File: src/rtl/muldiv_ctrl.sv
// RV64M multiply/divide sequencer: shift-add multiplier, restoring divider, RV64 corner cases.
// Optional MULDIV_FAST_MUL_EN: MUL/MULW use a single-cycle multiply on the fast path.
module muldiv_ctrl (
  input  logic        clk,
  input  logic        reset,
  input  logic        req_valid,
  output logic        req_ready,
  input  logic [3:0]  req_op,
  input  logic [63:0] req_a,
  input  logic [63:0] req_b,
  input  logic        flush,
  output logic        busy,
  output logic        done,
  output logic [63:0] result
);

  typedef enum logic [1:0] {S_IDLE, S_RUN, S_DONE} state_t;
  typedef enum logic [3:0] {
    OP_MUL = 4'd0, OP_DIV = 4'd1, OP_DIVU = 4'd2, OP_REM = 4'd3, OP_REMU = 4'd4,
    OP_MULW = 4'd5, OP_DIVW = 4'd6, OP_DIVUW = 4'd7, OP_REMW = 4'd8, OP_REMUW = 4'd9
  } op_t;

  function automatic logic [63:0] fix_w(input logic is_w, input logic [63:0] v);
    return is_w ? {{32{v[31]}}, v[31:0]} : v;
  endfunction

  state_t      r_state;
  logic        r_ready, r_busy, r_done;
  logic [63:0] r_result;
  logic [6:0]  r_cnt;
  logic [63:0] r_acc, r_rem, r_a, r_b;
  logic        r_is_mul, r_is_rem, r_is_w, r_neg_q, r_neg_r;

  logic        w_is_mul, w_is_rem, w_is_w, w_signed, w_legal;
  logic [63:0] w_a_ext, w_b_ext, w_a_mag, w_b_mag;
  logic        w_a_neg, w_b_neg, w_div0, w_ovf, w_fast;
  logic [63:0] w_fast_raw, w_fast_res;

  always_comb begin
    w_is_mul = 1'b0;
    w_is_rem = 1'b0;
    w_is_w   = 1'b0;
    w_signed = 1'b0;
    w_legal  = 1'b1;
    case (req_op)
      OP_MUL:   w_is_mul = 1'b1;
      OP_DIV:   w_signed = 1'b1;
      OP_DIVU:  ;
      OP_REM:   begin w_is_rem = 1'b1; w_signed = 1'b1; end
      OP_REMU:  w_is_rem = 1'b1;
      OP_MULW:  begin w_is_mul = 1'b1; w_is_w = 1'b1; end
      OP_DIVW:  begin w_is_w = 1'b1; w_signed = 1'b1; end
      OP_DIVUW: w_is_w = 1'b1;
      OP_REMW:  begin w_is_w = 1'b1; w_is_rem = 1'b1; w_signed = 1'b1; end
      OP_REMUW: begin w_is_w = 1'b1; w_is_rem = 1'b1; end
      default:  w_legal = 1'b0;
    endcase
  end

  always_comb begin
    w_a_ext = req_a;
    w_b_ext = req_b;
    if (w_is_w) begin
      w_a_ext = w_signed ? {{32{req_a[31]}}, req_a[31:0]} : {32'b0, req_a[31:0]};
      w_b_ext = w_signed ? {{32{req_b[31]}}, req_b[31:0]} : {32'b0, req_b[31:0]};
    end
    w_a_neg = w_signed & w_a_ext[63];
    w_b_neg = w_signed & w_b_ext[63];
    w_a_mag = w_a_neg ? -w_a_ext : w_a_ext;
    w_b_mag = w_b_neg ? -w_b_ext : w_b_ext;
    w_div0  = (w_b_ext == '0);
    w_ovf   = w_signed && (w_b_ext == '1) &&
              (w_a_ext == (w_is_w ? 64'hFFFF_FFFF_8000_0000 : 64'h8000_0000_0000_0000));
  end

  always_comb begin
    w_fast     = 1'b1;
    w_fast_raw = '0;
    if (!w_legal) begin
      w_fast_raw = '0;
    end else if (w_is_mul) begin
`ifdef MULDIV_FAST_MUL_EN
      w_fast_raw = req_a * req_b;
`else
      w_fast = 1'b0;
`endif
    end else if (w_div0) begin
      w_fast_raw = w_is_rem ? w_a_ext : '1;
    end else if (w_ovf) begin
      w_fast_raw = w_is_rem ? '0 : w_a_ext;
    end else begin
      w_fast = 1'b0;
    end
    w_fast_res = fix_w(w_is_w & w_legal, w_fast_raw);
  end

  // W divides park the 32-bit dividend in the upper half so the divider always consumes from bit 63.
  logic [64:0] w_shift, w_diff;
  logic        w_sub_ok;
  logic [63:0] w_rem_nx, w_quo_nx, w_prod_nx, w_q, w_q_s, w_r_s, w_iter_res;

  always_comb begin
    w_shift    = {r_rem, r_acc[63]};
    w_diff     = w_shift - {1'b0, r_b};
    w_sub_ok   = ~w_diff[64];
    w_rem_nx   = w_sub_ok ? w_diff[63:0] : w_shift[63:0];
    w_quo_nx   = {r_acc[62:0], w_sub_ok};
    w_prod_nx  = r_acc + (r_b[0] ? r_a : '0);
    w_q        = r_is_w ? {32'b0, w_quo_nx[31:0]} : w_quo_nx;
    w_q_s      = r_neg_q ? -w_q : w_q;
    w_r_s      = r_neg_r ? -w_rem_nx : w_rem_nx;
    w_iter_res = fix_w(r_is_w, r_is_mul ? w_prod_nx : (r_is_rem ? w_r_s : w_q_s));
  end

  always_ff @(posedge clk or posedge reset) begin
    if (reset) begin
      r_state  <= S_IDLE;
      r_ready  <= 1'b1;
      r_busy   <= 1'b0;
      r_done   <= 1'b0;
      r_result <= '0;
      r_cnt    <= '0;
      r_acc    <= '0;
      r_rem    <= '0;
      r_a      <= '0;
      r_b      <= '0;
      r_is_mul <= 1'b0;
      r_is_rem <= 1'b0;
      r_is_w   <= 1'b0;
      r_neg_q  <= 1'b0;
      r_neg_r  <= 1'b0;
    end else if (flush) begin
      r_state <= S_IDLE;
      r_ready <= 1'b1;
      r_busy  <= 1'b0;
      r_done  <= 1'b0;
      r_cnt   <= '0;
    end else begin
      case (r_state)
        S_IDLE: begin
          if (req_valid) begin
            r_ready  <= 1'b0;
            r_busy   <= 1'b1;
            r_is_mul <= w_is_mul;
            r_is_rem <= w_is_rem;
            r_is_w   <= w_is_w;
            r_neg_q  <= w_a_neg ^ w_b_neg;
            r_neg_r  <= w_a_neg;
            r_rem    <= '0;
            r_a      <= w_a_ext;
            r_b      <= w_is_mul ? w_b_ext : w_b_mag;
            r_acc    <= w_is_mul ? '0 : (w_is_w ? {w_a_mag[31:0], 32'b0} : w_a_mag);
            if (w_fast) begin
              r_state  <= S_DONE;
              r_done   <= 1'b1;
              r_result <= w_fast_res;
              r_cnt    <= '0;
            end else begin
              r_state <= S_RUN;
              r_cnt   <= w_is_w ? 7'd32 : 7'd64;
            end
          end
        end
        S_RUN: begin
          if (r_is_mul) begin
            r_acc <= w_prod_nx;
            r_a   <= r_a << 1;
            r_b   <= r_b >> 1;
          end else begin
            r_acc <= w_quo_nx;
            r_rem <= w_rem_nx;
          end
          r_cnt <= r_cnt - 7'd1;
          if (r_cnt == 7'd1) begin
            r_state  <= S_DONE;
            r_done   <= 1'b1;
            r_result <= w_iter_res;
          end
        end
        S_DONE: begin
          r_state <= S_IDLE;
          r_done  <= 1'b0;
          r_busy  <= 1'b0;
          r_ready <= 1'b1;
        end
        default: r_state <= S_IDLE;
      endcase
    end
  end

  assign req_ready = r_ready;
  assign busy      = r_busy;
  assign done      = r_done & ~flush;
  assign result    = r_result;

endmodule

File: config.mk
export PLATFORM = sky130hd
export DESIGN_NAME = muldiv_ctrl
export DESIGN_NICKNAME = d
export VERILOG_FILES = /design/src/rtl/muldiv_ctrl.sv
export SDC_FILE = /design/constraint.sdc
export NUM_CORES = 2
export LEC_CHECK = 0
export ABC_CLOCK_PERIOD_IN_PS = 15800
export CAP_MARGIN = 20
export CORE_MARGIN = 2
export CORE_UTILIZATION = 55
export CTS_CLUSTER_DIAMETER = 80
export CTS_CLUSTER_SIZE = 16
export DETAILED_ROUTE_END_ITERATION = 8
export PLACE_DENSITY = 0.81
export SLEW_MARGIN = 10
export SYNTH_ARGS = -nofsm -noshare
export SYNTH_HDL_FRONTEND = slang
export SYNTH_SLANG_ARGS = --single-unit
export TNS_END_PERCENT = 50
File: constraint.sdc
create_clock -name clk -period 15.8 [get_ports clk]
set_input_delay 3.16 -clock clk [delete_from_list [all_inputs] [get_ports clk]]
set_output_delay 3.16 -clock clk [all_outputs]
set_load 0.1 [all_outputs]
==> flow_summary.toml <==
[grt]
first_global_vias = 33860
grt_remaining_overflow = 0
grt_first_pass_wirelength_mm = 206.1
grt.total_usage_pct = 41.60
grt_max_degree = 145
grt_antenna_before_repair = 13

[pwr]
p_int_mw = 2.403
seq_power_share_pct = 26.1
power_frac_clock_pct = 16.8
max-vdd-ir-drop_uv = 174.4
power_frac_comb_pct = 57.2
static-leakage-power_nw = 15.02
switchingPower_mw = 2.585
powerDensity_mw_per_mm2 = 133.7
power_switching_share_pct = 51.82

[run]
max_cap_violations = 0

[run_status]
outcome = "finished, final reports clean"

[worst_hold_path]
worst_hold_path_type = "flip-flop to flip-flop"
hp-start = "req_ready$_DFFE_PP1P_"

[clocking]
clk_latency_ns = 0.64
post_cts.repair.setup_buffers = 0
tritoncts_clock_tree = "done"
numClockSinks = 337
clock_tree.root_cell = "sky130_fd_sc_hd__clkbuf_16"
numCtsBuffers = 31
max-clock-path-buffers = 3
clock_slew_at_reported_path_ffs_ns = 0.08
postCtsHoldBufs = 0
ctsResizeCount = 0
cts-htree-levels = 1

[final_layout]
post-route-util_pct = 60.79
layout-drive-gt1-share_pct = 4.062
finalNonFillerCells = 5471
multiInputGateArea_mm2 = 0.02391
fin_nets = 4930
area_delta_synth_final_pct = 9.820
area.sequential_mm2 = 0.008442
final_common_cell = "sky130_fd_sc_hd__nand2_1"
fill_cells = 5654
layout.cells.most_common_list = "sky130_fd_sc_hd__nand2_1 (652), sky130_fd_sc_hd__o21ai_0 (509), sky130_fd_sc_hd__a21oi_1 (441), sky130_fd_sc_hd__nor2_1 (391), sky130_fd_sc_hd__dfrtp_1 (332)"

[setup_path]
worstSetupPathType = "primary input to flip-flop"
cp-start-kind = "primary input"
r2r_startpoint = "r_acc[63]$_DFFE_PP0P_"
worst_ep_required_time_ns = 16.32
crit_path_start = "req_op[3]"
delay_of_the_slowest_critical_path_stage_ns = 0.73
critical_path.cell_chain = "clkdlybuf4s50_1 -> or3b_2 -> o21ai_4 -> buf_4 -> and3_1 -> a31oi_1 -> or4_1 -> a21oi_1 -> a2bb2oi_1 -> o22a_1 -> a21oi_4 -> buf_4 -> clkinv_2 -> buf_4 -> mux2_2"
cp-end-kind = "flip-flop"
slowest_stage = "sky130_fd_sc_hd__clkdlybuf4s50_1"
cpMostUsedCell = "sky130_fd_sc_hd__buf_4"
worstPathArrival_ns = 9.07
crit_fanout = 70

[synthesis]
ys.flop_type = "sky130_fd_sc_hd__dfrtp_1"
syn-mean-instance-area_um2 = 7.243
synthCells = 4690
number_of_synthesized_register_bits = 337
synth_top_area_share_pct = 24.75
synth_area_mm2 = 0.03397
ys.warnings.count = 0
synth.yosys.seq_area_share_pct = 24.83
netlist.top_cell.by_area = "sky130_fd_sc_hd__dfrtp_1"
number_of_library_cell_types_mapped_by_synthesis = 99
ys_async_sr_fraction_pct = 100.0
ys_top_cells_by_area = "sky130_fd_sc_hd__dfrtp_1 (25%), sky130_fd_sc_hd__o21ai_0 (7.5%), sky130_fd_sc_hd__nand2_1 (7.2%)"
mappedNetlistNets = 4962
post_synth_edffs = 0

[timing]
clock-skew-final_ns = 0.03269
finalCritPeriodShare_pct = 54.10
timing.final.max_slew_violations = 0
max_slew.worst_pin.slew_ns = 1.147
relative_max_transition_margin_pct = 23.52
tns_ns = 0
worst_slack_ns = 7.252
finalHoldViolations = 0
time_the_final_worst_path_needs_with_i_o_delays_and_setup_ns = 8.548
maxClockFrequency_mhz = 117.0
rsz0062_at_grt = "no"
setup_viol = 0

[place]
place_worst_setup_slack_ns = 6.784
dp_hpwl_mm = 101.9
port_buffers = 202
placed_cells_incl_taps = 5415
place_congestion = 1.072

[floorplan]
fp.dieW_um = 252.5
core_region_area_mm2 = 0.06137
fp.dieH_um = 252.5
rows = 91
boundaryPins = 203
initial_utilization_pct = 55.35
die_area_mm2 = 0.06377

[drt]
detailedRoute.firstPassIterationCount = 8
wl_per_cell_um = 25.01
detail_route.iter0.violations = 5643
num_vias = 37920
drt_wl_total_mm = 136.8
drc = 0
via_per_inst = 6.931
route.antenna.remaining_nets = 0
-- per-layer routing --
metal	part of all wire (%)	wire [um]	GRT usage, %	vias up
met3	13	18220	12.91	496
met4	5.8	7984	20.05	16
li1	-	-	-	17080
met2	42	57050	61.26	2523
met1	39	53490	55.21	17810
met5	0.078	107	0.3861	-
-- stage by stage --
stage | hold WS (ns) | instance area (um2) | total power [mW]
2_1_floorplan | 0.4502 | 33970 | 3.210
3_3_place_gp | 0.4526 | 36260 | 4.022
3_5_place_dp | 0.4543 | 36260 | 4.047
4_1_cts | 0.4649 | 37290 | 4.886
5_1_grt | 0.4994 | 37300 | 5.216
6_report | 0.4627 | 37300 | 4.988
-- cell usage after synthesis (20+ instances only) --
| cell | number |
|---|---|
| sky130_fd_sc_hd__buf_1 | 48 |
| sky130_fd_sc_hd__o21ai_0 | 509 |
| sky130_fd_sc_hd__nand2_1 | 653 |
| sky130_fd_sc_hd__o21bai_1 | 20 |
| sky130_fd_sc_hd__ha_1 | 134 |
| sky130_fd_sc_hd__a31oi_1 | 101 |
| sky130_fd_sc_hd__a211oi_1 | 51 |
| sky130_fd_sc_hd__nor2b_1 | 33 |
| sky130_fd_sc_hd__and2_1 | 79 |
| sky130_fd_sc_hd__o31ai_1 | 66 |
| sky130_fd_sc_hd__o21a_1 | 46 |
| sky130_fd_sc_hd__inv_1 | 136 |
| sky130_fd_sc_hd__and3_1 | 30 |
| sky130_fd_sc_hd__nand2b_1 | 32 |
| sky130_fd_sc_hd__or4_1 | 30 |
| sky130_fd_sc_hd__o221ai_1 | 35 |
| sky130_fd_sc_hd__nand4_1 | 66 |
| sky130_fd_sc_hd__xnor2_1 | 163 |
| sky130_fd_sc_hd__a21o_1 | 58 |
| sky130_fd_sc_hd__xor2_1 | 146 |
| sky130_fd_sc_hd__or3_1 | 47 |
| sky130_fd_sc_hd__dfrtp_1 | 336 |
| sky130_fd_sc_hd__nor4_1 | 36 |
| sky130_fd_sc_hd__nor3_1 | 89 |
| sky130_fd_sc_hd__clkbuf_1 | 246 |
| sky130_fd_sc_hd__o41ai_1 | 24 |
| sky130_fd_sc_hd__a21oi_1 | 444 |
| sky130_fd_sc_hd__o211ai_1 | 109 |
| sky130_fd_sc_hd__nor2_1 | 394 |
| sky130_fd_sc_hd__mux2i_1 | 90 |
| sky130_fd_sc_hd__nand3_1 | 84 |
-- kinds of logic (layout without fill, tap and decap cells) --
| logic type | after synthesis | in the layout | synth area share (%) |
|---|---|---|---|
| buffers and inverters | 452 | 439 | 5.094 |
| AO/OA/AOI/OAI | 1687 | 1687 | 30.94 |
| AND/OR/NAND/NOR | 1665 | 1665 | 23.00 |
| adder cells (fa/ha/maj) | 136 | 136 | 5.054 |
| multiplexers | 104 | 104 | 3.116 |
| other | 0 | 4 | 0 |
| flip-flops | 337 | 337 | 24.83 |
| XOR/XNOR | 309 | 309 | 7.967 |
-- path summary, 6_finish.rpt --
path	cells after the start	slack (ns)	end
worst min-delay path	2	0.46	req_ready$_DFFE_PP1P_
worst min register to register	2	0.46	req_ready$_DFFE_PP1P_
min in group asynchronous	2	3.09	r_b[5]$_DFFE_PP0P_
max in group asynchronous	3	11.09	r_is_mul$_DFFE_PP0P_
worst max-delay path	15	7.25	result[14]$_DFFE_PP0P_
worst max register to register	26	7.67	result[36]$_DFFE_PP0P_
-- final cells by class --
cell class / count / area share, %
multi-input combinational: 3901 / 64.10
sequential: 337 / 22.63
timing repair buffer: 249 / 6.399
tap: 790 / 2.650
clock buffer: 34 / 2.137
inverter: 138 / 1.412
clock inverter: 18 / 0.6473
antenna: 4 / 0.02683
-- critical path, delay by kind of cell --
family                 cells  cell delay, ns
and+or+nand+nor            3            1.76
AOI/OAI and AO/OA          6            0.93
buffers and inverters      5            2.71
muxes                      1            0.41
-- flip-flops by register name, indices dropped and copies added (netlist names) --
register and flops:
r_a 64, r_is_mul 1, r_neg_q 1, busy 1, req_ready 1, r_b 64, r_is_w 1, r_is_rem 1
r_acc 64, r_cnt 7, result 64, r_done 1, r_rem 64, r_state 2, r_neg_r 1
-- power by group through the flow --
stage / Clock (mW) / Combinational, mW / Sequential, mW
2_1_floorplan: 0 / 1.65 / 1.56
3_3_place_gp: 0 / 2.73 / 1.29
3_5_place_dp: 0 / 2.75 / 1.29
4_1_cts: 0.837 / 2.77 / 1.28
5_1_grt: 0.864 / 3.04 / 1.31
6_report: 0.837 / 2.85 / 1.30
Power figures use the tool's default switching activity.
